File: src/rtl/core_joypad_port.sv
// Controller-port responder for $4016/$4017: OUT latch, strobe, two 4021-style shift registers.
// Latency: read data and hit are combinational; commits land on the clock edge of the phy2 fall.
// Backpressure: none on the bus side; I_ready low stalls all commits and freezes phy2 edge tracking.
//
// Ports:
//   I_clock, I_reset     system clock, async active-high reset
//   I_addr, I_rdwr,      core bus address, 1=read/0=write, write data
//   I_wr_data
//   I_phy2, I_ready      phase-2 level, core ready (no commit while low)
//   I_pad0, I_pad1       button levels, 1 = pressed, bit0 = A ... bit7 = Right
//   O_rd_data, O_hit     read-mux data {OPEN_BUS, 4'b0, serial bit} and select
//   O_out                OUT[2:0] latch from the last $4016 write
//   O_pad_clk            one-clock pulse per port on each committed read
module core_joypad_port #(
  parameter logic [15:0] BASE_ADDR = 16'h4016,
  parameter logic [2:0]  OPEN_BUS  = 3'b010
) (
  input  logic        I_clock,
  input  logic        I_reset,
  input  logic [15:0] I_addr,
  input  logic        I_rdwr,
  input  logic [7:0]  I_wr_data,
  input  logic        I_phy2,
  input  logic        I_ready,
  input  logic [7:0]  I_pad0,
  input  logic [7:0]  I_pad1,
  output logic [7:0]  O_rd_data,
  output logic        O_hit,
  output logic [2:0]  O_out,
  output logic [1:0]  O_pad_clk
);

  localparam logic [15:0] ADDR1 = BASE_ADDR + 16'd1;

  logic       last_phy2;
  logic       strobe;
  logic [7:0] shift0;
  logic [7:0] shift1;

  logic sel0;
  logic sel1;
  logic commit;
  logic wr_commit0;
  logic rd_commit0;
  logic rd_commit1;
  logic serial_bit;

  // Bits [7:3] of the write data have no meaning for this register.
  logic unused_wr_bits;
  assign unused_wr_bits = ^I_wr_data[7:3];

  assign sel0   = (I_addr == BASE_ADDR);
  assign sel1   = (I_addr == ADDR1);
  // Falling edge of phy2 as seen through the ready gate: the core's own commit point.
  assign commit = I_ready & last_phy2 & ~I_phy2;

  assign wr_commit0 = commit & ~I_rdwr & sel0;
  assign rd_commit0 = commit &  I_rdwr & sel0;
  assign rd_commit1 = commit &  I_rdwr & sel1;

  // Gated by reset so the read mux sees nothing from this block while it is held.
  assign O_hit      = ~I_reset & I_rdwr & (sel0 | sel1);
  assign serial_bit = sel1 ? shift1[0] : shift0[0];
  assign O_rd_data  = O_hit ? {OPEN_BUS, 4'b0000, serial_bit} : 8'h00;

  always_ff @(posedge I_clock or posedge I_reset) begin
    if (I_reset) begin
      last_phy2 <= 1'b0;
      strobe    <= 1'b0;
      shift0    <= 8'hFF;
      shift1    <= 8'hFF;
      O_out     <= 3'b000;
      O_pad_clk <= 2'b00;
    end else begin
      if (I_ready) begin
        last_phy2 <= I_phy2;
      end

      if (wr_commit0) begin
        strobe <= I_wr_data[0];
        O_out  <= I_wr_data[2:0];
      end

      // The reload uses the strobe value from before any write committing on this
      // edge, so a 1->0 write still captures the pads on its own edge. While the
      // strobe is high a read does not shift; the reload wins.
      if (strobe) begin
        shift0 <= I_pad0;
        shift1 <= I_pad1;
      end else begin
        if (rd_commit0) shift0 <= {1'b1, shift0[7:1]};
        if (rd_commit1) shift1 <= {1'b1, shift1[7:1]};
      end

      // sel0 and sel1 are exclusive, so at most one pulse is high at a time.
      O_pad_clk <= {rd_commit1, rd_commit0};
    end
  end

endmodule

File: config.mk
export PLATFORM = sky130hd
export DESIGN_NAME = core_joypad_port
export DESIGN_NICKNAME = d
export VERILOG_FILES = /design/src/rtl/core_joypad_port.sv
export SDC_FILE = /design/constraint.sdc
export NUM_CORES = 1
export LEC_CHECK = 0
export BUFFER_PORTS_ARGS = -buffer_cell sky130_fd_sc_hd__buf_2
export CAP_MARGIN = 20
export CORE_MARGIN = 2
export CORE_UTILIZATION = 41
export CTS_CLUSTER_DIAMETER = 60
export CTS_CLUSTER_SIZE = 30
export DETAILED_ROUTE_END_ITERATION = 6
export PLACE_DENSITY = 0.71
export SYNTH_ARGS = -nofsm -noshare
export SYNTH_HDL_FRONTEND = slang
export SYNTH_SLANG_ARGS = --single-unit
export TNS_END_PERCENT = 10
File: constraint.sdc
create_clock -name I_clock -period 1.55 [get_ports I_clock]
set_clock_uncertainty 0.1 [all_clocks]
set_input_delay 0.0775 -clock I_clock [delete_from_list [all_inputs] [get_ports I_clock]]
set_output_delay 0.0775 -clock I_clock [all_outputs]
set_load 0.01 [all_outputs]
Word-level counts from Yosys, hierarchy flattened
Cells that the tools add are included.
{ "totals": {"register_bits": 23, "latch_bits": 0, "ram_bits": 0, "rom_bits": 0, "input_bits": 45, "out_inout_bits": 14, "elab_cells": 29, "memories": 0} }
{ "op_classes": {"add_sub_neg": 0, "n_mul": 0, "div_mod_pow": 0, "magnitude_cmp": 0, "eq_ne": 2, "n_shift": 0, "n_mux": 6, "n_bitwise": 13, "n_reduce_logical": 2} }
{ "op_table": {"columns": ["cell", "n"], "rows": [
  ["equality test 16 x 15 -> 1 bit (second input constant)", 2],
  ["2-to-1 mux 8 bit", 4],
  ["AND 1 bit", 9],
  ["2-to-1 mux 7 bit", 1],
  ["nonzero test 2 bit", 2],
  ["inverter 1 bit", 3],
  ["2-to-1 mux 1 bit", 1],
  ["OR 1 bit", 1]
]} }

Logic depth before layout (Yosys ltp)
{ "depth": {"depth_word": 6, "depth_mapped": 6, "mapped_depth_nobuf": 4} }

Least setup slack after synthesis
Ideal clock, no wire load.
{ "synth_timing": {"path_type": "input-to-reg", "start": "input port I_addr[9]", "end": "register O_out[0]", "setup_ns": 0.125, "arrival_time_ns": 1.572, "required_ns": 1.325, "path_slack_ns": -0.247, "path_stages": 4, "path_buffers": 0, "path_cell_list": "nor4_4 -> nand2b_4 -> or4_4 -> mux2_4"} }
{ "synth_via": {"elab_chain_cells": 2} }
{ "synth_rtl": {"columns": ["item", "line_no", "text"], "rows": [
  ["start, declared", "20", "input logic [15:0] I_addr,"],
  ["equality test 16 x 15 -> 1 bit", "52", "assign sel0 = (I_addr == BASE_ADDR);"],
  ["AND 1 bit", "57", "assign wr_commit0 = commit & ~I_rdwr & sel0;"],
  ["end signal, assigned", "81", "O_out <= I_wr_data[2:0];"],
  ["end, declared", "29", "output logic [2:0] O_out,"]
]} }
Every way passes these cells.
A chain may end at the register's enable or synchronous reset.

Worst setup path in the final report
{ "layout_timing": {"start": "register last_phy2", "end": "register O_out[0]"} }
{ "layout_via": {"elab_chain_cells": 4} }
{ "layout_rtl": {"columns": ["item", "line_no", "text"], "rows": [
  ["start, declared", "35", "logic last_phy2;"],
  ["start signal, assigned", "76", "last_phy2 <= I_phy2;"],
  ["AND 1 bit (2 in series)", "55", "assign commit = I_ready & last_phy2 & ~I_phy2;"],
  ["AND 1 bit (2 in series)", "57", null]
]} }
Every way passes these cells.

==> metrics.csv <==
stage,metric,value,unit
power_and_ir_drop,Seq pwr share,53.9,%
worst_setup_path,Worst setup SP type,flop,
worst_setup_path,Worst setup endpoint,O_out[0]$_DFFE_PP0P_,
worst_setup_path,origin of the critical flop-to-flop path,last_phy2$_DFFE_PP0P_,
cells_and_area,post-layout util,64.1,%
cells_and_area,Antenna Cells,0,
synth,#FFs+latches synth,22,
place,DP Area,1590,um2
power_and_ir_drop,Sw Ratio,23.4,%
sta,Max Slew Vio Count,0,
worst_setup_path,CP startpoint,last_phy2$_DFFE_PP0P_,
synth,synth warn,0,
cts,Clock Tree Buf Depth,2,
die,Ports,59,
global_route,initial antenna violation count,0,
synth,largest family of logic cells by synthesized area,compound AO/OA/AOI/OAI gates,
global_route,vias in the first global route,1145,
power_and_ir_drop,total power,0.00108,W
cells_and_area,layout cell share with drive strength beyond 1,46.6,%
global_route,largest net degree at the start of global routing,35,
worst_setup_path,r2r worst-path depth,3,
die,die height,59.2,um
cts,Skew-Pair Late Insertion Delay,310,ps
worst_setup_path,"Req. time, crit path",1670,ps
hold_path,worst hold start,I_addr[8],
sta,Final period util,96.5,%
synth,"top cells by area, synth","dfstp_2 34%, dfrtp_1 12%, nor2b_1 7.5%",
job,max_cap viols,0,
sta,final hold violations,0,
synth,mux share of post-synthesis cell area,5.31,%
cts,H-tree depth,1,
synth,xor/xnor share of the synthesized area,0,%
power_and_ir_drop,switching power,0.000253,W
power_and_ir_drop,Leak Pwr,0.856,nW
global_route,first-pass GRT wire length,5060,um
sta,Setup-failing EPs final,0,
die,Core Area,2980,um2
die,Die Wd,59.2,um
cells_and_area,Finished Cell Area,1910,um2
synth,Synth cell types,29,
synth,gate count of the mapped netlist,126,
synth,Mean Syn Cell Area,9.91,um2
power_and_ir_drop,pwr/cell area,566,nW/um2
sta,f_max,669,MHz
sta,minimum clock period,1500,ps
route,Initial DRC Count,27,
worst_setup_path,"Max FO, Critical Path",3,
cts,clock root buffer master,clkbuf_4,
cells_and_area,nets,252,
synth,Synth Area in Adders,0,%
route,DRT Pass-1 Iters,4,
route,DRT Wirelength,3180,um
place,routability cong.,0.740,
worst_setup_path,Setup crit end kind,flop,
synth,post-synth top area share,33.7,%
route,Detail Route Antenna Nets,0,
cts,CTS tree,built,
route,vias per inst,5.19,
synth,sequential share of the synthesized area,45.7,%
power_and_ir_drop,Power Internal,0.000827,W
cts,CTS Sinks,22,
die,cell row count,20,
die,Initial Utilization,41.9,%
synth,Synth area leader,dfstp_2,
die,die area,3500,um2
worst_setup_path,WP data arrival,1610,ps
power_and_ir_drop,maximum vdd drop,0.279,mV
synth,Post-Syn Area,1250,um2
cells_and_area,area delta synth->final,52.8,%
sta,Hold Slack,73.9,ps
cts,clock slew at reported path FFs,130,ps
global_route,Tot GR Track Use,18.9,%
global_route,total global routing overflow,0,
place,HPWL after detailed placement,2070,um
power_and_ir_drop,clock power share,30.4,%
status,outcome,"finished, final reports clean",
power_and_ir_drop,combinational share of power,15.7,%
worst_setup_path,kind of critical path,reg2reg,
hold_path,worst hold path type,in2reg,
route,Residual DRC,0,
cts,CTS buffer count,3,
synth,Compound-Gate Fraction of Synth Area,21.3,%
worst_setup_path,Reg-to-Reg End,O_out[0]$_DFFE_PP0P_,
sta,RSZ-0062 raised after global routing,yes,
worst_setup_path,r2r setup slk,50,ps
route,routed len/inst,13.3,um
sta,setup_tns,0,ps
synth,post-synthesis simple-gate area fraction,20.0,%
place,input/output buffers,47,
route,Vias,1240,
-- cell usage in the layout, fill, tap and decap left out, types with 3 or more instances in the layout --
master	instances
nor2_1	3
nand2_1	5
clkbuf_4	3
dlygate4sd3_1	22
dfstp_2	16
a41oi_1	7
nor2b_1	15
buf_4	16
conb_1	6
buf_2	44
dfrtp_1	6
buf_6	3
o21ai_0	16
a31oi_1	8
mux2_4	3
a21oi_1	15
-- through the flow --
stage | cells | setup WS (ps)
after floorplan | 131 | -128
after global placement | 211 | -127
after detailed placement | 211 | -190
after CTS | 237 | 47.6
after global routing | 239 | -12.6
final | 239 | 54.8
-- repair_timing --
| action | in CTS | in global routing |
|---|---|---|
| setup buffers | 0 | 2 |
| gates resized for setup | 2 | 9 |
| hold buffers | 22 | 0 |
| cloned | 0 | 0 |
| hold endpoints to repair | 42 | 0 |
| pin swaps | 0 | 5 |
| endpoints found under the setup margin | 3 | 5 |
-- worst max-delay path, cell delays in order, from the launching register on --
cell	delay [ps]
dfrtp_1	380
nand3b_1	80
or4_4	520
mux2_4	320
-- Yosys cell counts (all sizes together) --
cell type and n:
nand3b 1, inv 1, and4b 1, or4 2
o21ai 16, nand2b 2, conb 1, a41oi 7
and3b 1, mux2 4, nor2b 15, nand4 1
dfrtp 6, dfstp 16, nor4b 2, nand2 5
nor2 3, a31oi 8, buf 9, clkbuf 6
and4 1, mux2i 1, a21oi 15, nor4 2
-- area by class of cell --
cell class | instances | area, um2
Clock buffer | 4 | 36.3
Timing Repair Buffer | 86 | 609
Fill cell | 239 | 1070
Sequential cell | 22 | 571
Inverter | 1 | 3.75
Tap cell | 33 | 41.3
Multi-Input combinational cell | 93 | 647
-- power groups by stage --
stage,clock (W),combinational (W),sequential (W)
2_1_floorplan,0,0.0000480,0.000590
3_3_place_gp,0,0.000108,0.000590
3_5_place_dp,0,0.000112,0.000591
4_1_cts,0.000338,0.000157,0.000582
5_1_grt,0.000360,0.000186,0.000582
6_report,0.000328,0.000170,0.000582
-- registers in the layout, indices dropped and copies added, names as in the netlist --
register	cells
O_out	3
shift0	8
shift1	8
last_phy2	1
O_pad_clk	2
-- per-layer routing --
layer	GRT usage [%]	wire [um]
met1	24.5	1420
met3	2.62	135
met4	6.82	61
met2	32.0	1560
met5	0	0
-- logic make-up (layout without fill, tap and decap cells) --
| family | after synthesis | in the layout |
|---|---|---|
| DFF | 22 | 22 |
| and+or+nand+nor | 36 | 36 |
| other | 1 | 6 |
| muxes | 5 | 5 |
| buffers and inverters | 16 | 91 |
| AOI/OAI and AO/OA | 46 | 46 |
-- how the worst min path moves through the flow --
stage | endpoint | slack, ps | cells after the start
global placement | O_out[0]$_DFFE_PP0P_ | 40 | 3
detailed placement | O_out[1]$_DFFE_PP0P_ | 50 | 3
CTS | O_pad_clk[0]$_DFF_PP0_ | 80 | 4
finish | O_pad_clk[0]$_DFF_PP0_ | 70 | 5
floorplan | O_out[0]$_DFFE_PP0P_ | -50 | 1
global route | O_pad_clk[0]$_DFF_PP0_ | 70 | 5
Power figures use the tool's default switching activity.
